--- config.mk ---
export PLATFORM = sky130hd
export DESIGN_NAME = ahb_lite_arbiter_2m
export DESIGN_NICKNAME = d
export VERILOG_FILES = /design/src/rtl/ahb_lite_arbiter_2m.sv
export SDC_FILE = /design/constraint.sdc
export NUM_CORES = 1
export LEC_CHECK = 0
export BUFFER_PORTS_ARGS = -buffer_cell sky130_fd_sc_hd__buf_2
export CAP_MARGIN = 25
export CORE_AREA = 2 2 132 134
export DETAILED_ROUTE_END_ITERATION = 8
export DIE_AREA = 0 0 134 136
export GPL_ROUTABILITY_DRIVEN = 0
export SLEW_MARGIN = 20
export SYNTH_ARGS = -nofsm -noshare
export SYNTH_HDL_FRONTEND = slang
export SYNTH_SLANG_ARGS = --single-unit
--- constraint.sdc ---
create_clock -name HCLK -period 1.5 [get_ports HCLK]
set_input_delay 0 -clock HCLK [delete_from_list [all_inputs] [get_ports HCLK]]
set_output_delay 0 -clock HCLK [all_outputs]
set_load 0.01 [all_outputs]
--- src/rtl/ahb_lite_arbiter_2m.sv ---
// ----------------------------------------------------------------------------
// ahb_lite_arbiter_2m
//
// Lets two AHB-Lite masters (m0, m1) share one AHB-Lite slave bus.
// The owning master's address-phase signals and write data are muxed onto the
// slave bus. A non-owner that requests is stalled with HREADY low until
// ownership changes. Ownership changes only when the owner is IDLE and not
// locked, so an accepted transfer is never lost or duplicated.
//
// Ports
//   HCLK, HRESETn                 clock, asynchronous active-low reset
//   mN_HTRANS/HADDR/HWRITE/HSIZE/ master N address phase and write data
//   HBURST/HPROT/HMASTLOCK/HWDATA
//   mN_HREADY/HRESP/HRDATA        per-master response
//   s_HTRANS ... s_HWDATA         slave-side address phase and write data
//   s_HREADY/HRESP/HRDATA         slave-side response
//   owner_o                       current address-phase owner (arbiter state)
//   starve_o                      non-owner has waited >= STARVE_LIMIT cycles
//
// Handshake: a transfer is accepted at a rising HCLK where HTRANS is
// NONSEQ/SEQ on the slave bus and s_HREADY is 1. A stalled master sees
// HREADY = 0 and must hold its address-phase signals until HREADY = 1.
// ----------------------------------------------------------------------------
module ahb_lite_arbiter_2m #(
   parameter bit PARK_MASTER  = 1'b0,
   parameter int STARVE_LIMIT = 16
) (
   input  logic        HCLK,
   input  logic        HRESETn,
   // master 0
   input  logic [1:0]  m0_HTRANS,
   input  logic [31:0] m0_HADDR,
   input  logic        m0_HWRITE,
   input  logic [2:0]  m0_HSIZE,
   input  logic [2:0]  m0_HBURST,
   input  logic [3:0]  m0_HPROT,
   input  logic        m0_HMASTLOCK,
   input  logic [31:0] m0_HWDATA,
   output logic        m0_HREADY,
   output logic [1:0]  m0_HRESP,
   output logic [31:0] m0_HRDATA,
   // master 1
   input  logic [1:0]  m1_HTRANS,
   input  logic [31:0] m1_HADDR,
   input  logic        m1_HWRITE,
   input  logic [2:0]  m1_HSIZE,
   input  logic [2:0]  m1_HBURST,
   input  logic [3:0]  m1_HPROT,
   input  logic        m1_HMASTLOCK,
   input  logic [31:0] m1_HWDATA,
   output logic        m1_HREADY,
   output logic [1:0]  m1_HRESP,
   output logic [31:0] m1_HRDATA,
   // slave side
   output logic [1:0]  s_HTRANS,
   output logic [31:0] s_HADDR,
   output logic        s_HWRITE,
   output logic [2:0]  s_HSIZE,
   output logic [2:0]  s_HBURST,
   output logic [3:0]  s_HPROT,
   output logic        s_HMASTLOCK,
   output logic [31:0] s_HWDATA,
   input  logic        s_HREADY,
   input  logic [1:0]  s_HRESP,
   input  logic [31:0] s_HRDATA,
   // status
   output logic        owner_o,
   output logic        starve_o
);

   localparam logic [1:0] LP_IDLE = 2'b00;
   localparam logic [1:0] LP_OKAY = 2'b00;
   localparam logic [7:0] LP_LIMIT = 8'(STARVE_LIMIT);
   localparam logic [7:0] LP_SAT   = 8'hFF;

   // Arbiter state: owner, whether a data phase of the owner is in flight,
   // and how long the non-owner has been waiting.
   logic       r_owner;
   logic       r_dphase_valid;
   logic [7:0] r_wait_cnt;

   logic       w_owner_nxt;
   logic       w_dphase_nxt;
   logic [7:0] w_wait_nxt;

   logic       w_req0;
   logic       w_req1;
   logic       w_req_own;
   logic       w_req_oth;
   logic       w_own_idle;
   logic       w_own_lock;
   logic       w_handover;
   logic       w_park;

   // BUSY (01) has HTRANS[1] = 0, so it is not a request.
   assign w_req0     = m0_HTRANS[1];
   assign w_req1     = m1_HTRANS[1];
   assign w_req_own  = r_owner ? w_req1 : w_req0;
   assign w_req_oth  = r_owner ? w_req0 : w_req1;
   assign w_own_idle = (r_owner ? m1_HTRANS : m0_HTRANS) == LP_IDLE;
   assign w_own_lock = r_owner ? m1_HMASTLOCK : m0_HMASTLOCK;

   // Ownership only moves at an idle, unlocked boundary of the owner and only
   // while the slave is ready; otherwise a pending data phase could be split.
   assign w_handover = s_HREADY && !w_own_lock && w_own_idle && w_req_oth;
   assign w_park     = s_HREADY && !w_own_lock && w_own_idle && !w_req0 && !w_req1
                       && (r_owner != PARK_MASTER);

   always_comb begin
      w_owner_nxt  = r_owner;
      w_dphase_nxt = r_dphase_valid;
      w_wait_nxt   = r_wait_cnt;
      if (w_handover) begin
         w_owner_nxt = ~r_owner;
      end else if (w_park) begin
         w_owner_nxt = PARK_MASTER;
      end
      // The transfer accepted at this edge belongs to the current owner.
      if (s_HREADY) begin
         w_dphase_nxt = w_req_own;
      end
      if (w_handover || !w_req_oth) begin
         w_wait_nxt = 8'd0;
      end else if (r_wait_cnt != LP_SAT) begin
         w_wait_nxt = r_wait_cnt + 8'd1;
      end
   end

   always_ff @(posedge HCLK or negedge HRESETn) begin
      if (!HRESETn) begin
         r_owner        <= PARK_MASTER;
         r_dphase_valid <= 1'b0;
         r_wait_cnt     <= 8'd0;
      end else begin
         r_owner        <= w_owner_nxt;
         r_dphase_valid <= w_dphase_nxt;
         r_wait_cnt     <= w_wait_nxt;
      end
   end

   // Address-phase mux. HTRANS is forced IDLE while reset is asserted so the
   // slave never sees a transfer from a master that is itself being reset.
   assign s_HTRANS    = !HRESETn ? LP_IDLE : (r_owner ? m1_HTRANS : m0_HTRANS);
   assign s_HADDR     = r_owner ? m1_HADDR     : m0_HADDR;
   assign s_HWRITE    = r_owner ? m1_HWRITE    : m0_HWRITE;
   assign s_HSIZE     = r_owner ? m1_HSIZE     : m0_HSIZE;
   assign s_HBURST    = r_owner ? m1_HBURST    : m0_HBURST;
   assign s_HPROT     = r_owner ? m1_HPROT     : m0_HPROT;
   assign s_HMASTLOCK = r_owner ? m1_HMASTLOCK : m0_HMASTLOCK;
   // The data phase always belongs to the current owner, because ownership
   // only changes when the outgoing owner has no data phase pending.
   assign s_HWDATA    = r_owner ? m1_HWDATA    : m0_HWDATA;

   assign m0_HRDATA = s_HRDATA;
   assign m1_HRDATA = s_HRDATA;

   // Owner follows the slave; a non-owner is stalled only while it requests.
   always_comb begin
      m0_HREADY = 1'b1;
      m0_HRESP  = LP_OKAY;
      m1_HREADY = 1'b1;
      m1_HRESP  = LP_OKAY;
      if (HRESETn) begin
         if (r_owner == 1'b0) begin
            m0_HREADY = s_HREADY;
            m0_HRESP  = r_dphase_valid ? s_HRESP : LP_OKAY;
            m1_HREADY = ~w_req1;
         end else begin
            m1_HREADY = s_HREADY;
            m1_HRESP  = r_dphase_valid ? s_HRESP : LP_OKAY;
            m0_HREADY = ~w_req0;
         end
      end
   end

   assign owner_o  = r_owner;
   assign starve_o = HRESETn && (r_wait_cnt >= LP_LIMIT);

endmodule

==> reports/qor.txt <==
status - complete, but fails checks
violated checks - negative setup slack
Worst Path Arrival - 1.53 ns
fill cell total of the finished layout - 1911
Synth Area in Compound Gates - 7.58%
antenna violations before repair - 0
die height - 136 um
maximum vdd ir drop - 0.470 mV
Tot Pwr - 2570 uW
Hold Path Stages - 0
Routed WL per cell - 15.8 um
htree depth - 1
clock buffer depth - 2
FMAX - 0.655 GHz
largest family of logic cells by synthesized area - multiplexers
Mapped Cells - 225
Ports - 343
final net count - 606
setup violators final - 9
Synth Flop Type - dfrtp_1
PD cells - 782 nW/um^2
Via Count - 2342
GRT Util Overall - 9.62%
startpoint types - register
die area - 18200 um^2
starting density of the core - 12.3%
Seq cells post-synth - 10
Hold/Removal Path Class - input pin to primary output
vias per inst - 3.69
Worst Tran Pin Value - 0.355 ns
largest net degree at the start of global routing - 35
drt first pass iters - 4
adder-cell share of the synthesized area - 1.20%
num rows - 48
Tcrit/Tclk final - 102%
grt ovf - 0
CP Data Required Time - 1.50 ns
asr flop ratio synth - 100%
WS Path Type - register to primary output
first-pass GRT wire length - 12700 um
Yosys warning count - 0
crit-path max FO - 34
final number of hold-violating endpoints - 0
register area share after synthesis - 12.0%
Residual DRC - 0
Post-Route Utilization - 19.4%
post-synthesis simple-gate area fraction - 10.2%
layout cell share with drive strength beyond 1 - 82.9%
die span in x - 134 um
Sinks on Clock Net - 10
drt total wl - 10000 um
DR iter-0 viols - 138
Relative slew margins - 76.3%
Clock Latency Late Sink - 0.24 ns
commonest non-fill, non-tap cells in the layout - buf_2 (244), mux2_2 (72), nand2_1 (9), dfrtp_1 (9), nor2_1 (8)
max-slew violations - 0
dpl hpwl - 8720 um
post-synthesis cell type count - 30
Synthesized Nets - 420
I/O Buffers - 246
n_diodes - 0
max cap viols - 0
Final ANT Viol Nets - 0
clock-pin slew on the worst setup and hold paths - 0.04 ns
crit end category - primary output
Post-synth EDFFs - 0
post-synthesis xor/xnor area fraction - 0%
mux contribution to synthesized area - 42.1%
mean post-synth cell area - 9.25 um^2
vias in the first global route - 2092
Post-Syn Area - 2080 um^2
most common cell after layout, fill and taps aside - buf_2
CTS tree - yes
CTS Root Cell - clkbuf_16
Placeable Area - 16900 um^2
leakage power total - 0.00166 uW
RSZ-0062 raised after global routing - yes
setup ws final - -0.0262 ns
cell count of the worst reg-to-reg path - 4
Syn-to-layout area delta - 57.6%
Tmin final - 1.53 ns
CTS buffer count - 3
clk_skew - 0.00350 ns
report_power, final:
group          switching [uW]  internal (uW)
sequential               41.6            308
clock                     133            357
combinational             813            913
total                     988           1580
worst paths after layout:
kind | start | end | slack, ns
min | s_HRDATA[9] | m0_HRDATA[9] | 0.000005
max | owner_o | s_HADDR[28] | -0.03
max in group asynchronous | HRESETn | owner_o | 0.98
max reg2reg | r_wait_cnt[0] | r_wait_cnt[6] | 0.10
min reg2reg | r_dphase_valid | r_dphase_valid | 0.58
min in group asynchronous | HRESETn | r_wait_cnt[6] | 0.23
area by class of cell:
type,count,area (um^2),share of cell area (%)
Tap cell,225,282,8.58
Multi-Input combinational cell,138,1290,39.3
Sequential cell,10,254,7.75
Clock buffer,4,78.8,2.40
Inverter,3,11.3,0.343
Timing Repair Buffer,255,1370,41.7
sequential cells by signal, indices dropped and copies added, names as in the netlist:
register        flops
r_wait_cnt          8
owner_o             1
r_dphase_valid      1
critical path, stage by stage, from the launching register on:
cell     delay [ns]
dfrtp_4        0.49
buf_12         0.22
mux2_2         0.40
buf_2          0.15
synthesized netlist by cell type, types with 3 or more instances:
| master | count | area [um^2] |
|---|---|---|
| a21oi_1 | 5 | 25.0 |
| nand3_1 | 3 | 15.0 |
| mux2_2 | 76 | 856 |
| dfrtp_1 | 10 | 250 |
| nor2_1 | 8 | 30.0 |
| nor4_1 | 4 | 25.0 |
| o21ai_0 | 3 | 15.0 |
| buf_4 | 71 | 533 |
| inv_1 | 3 | 11.3 |
| nand2_1 | 9 | 33.8 |
| buf_2 | 3 | 15.0 |
| nor3_1 | 3 | 15.0 |
through the flow:
stage | TNS (ns) | setup slack (ns) | hold slack [ns] | cell area, um^2 | instances
after CTS | -0.327 | -0.0384 | 0.000100 | 3260 | 635
after detailed placement | 0 | 0.0652 | -0.0688 | 3120 | 628
after global placement | 0 | 0.0852 | -0.0711 | 3120 | 628
final | -0.141 | -0.0262 | 0.00000490 | 3280 | 635
after global routing | -0.856 | -0.0598 | 0.0000222 | 3280 | 635
after floorplan | 0 | 0.141 | -0.296 | 2080 | 225
kinds of logic (layout without fill, tap and decap cells):
group	after synthesis	after routing
compound gates	19	19
mux	78	78
buf+inv	77	262
fa+ha+maj	2	2
flops	10	10
simple gates	39	39
layer usage:
metal,part of all wire (%),vias up,global-route usage (%)
met5,0,-,0
met4,2.3,0,4.20
met3,11,23,3.21
met2,44,177,14.8
met1,42,1033,12.3
li1,-,1109,-
timing repair:
action / in CTS / in global routing
setup endpoints to repair: 43 / 32
cloned: 1 / 0
setup buffers: 1 / 0
hold buffers: 1 / 0
resized for setup: 5 / 4
endpoints found under the hold margin: 10 / 0
(Power assumes the default switching activity.)
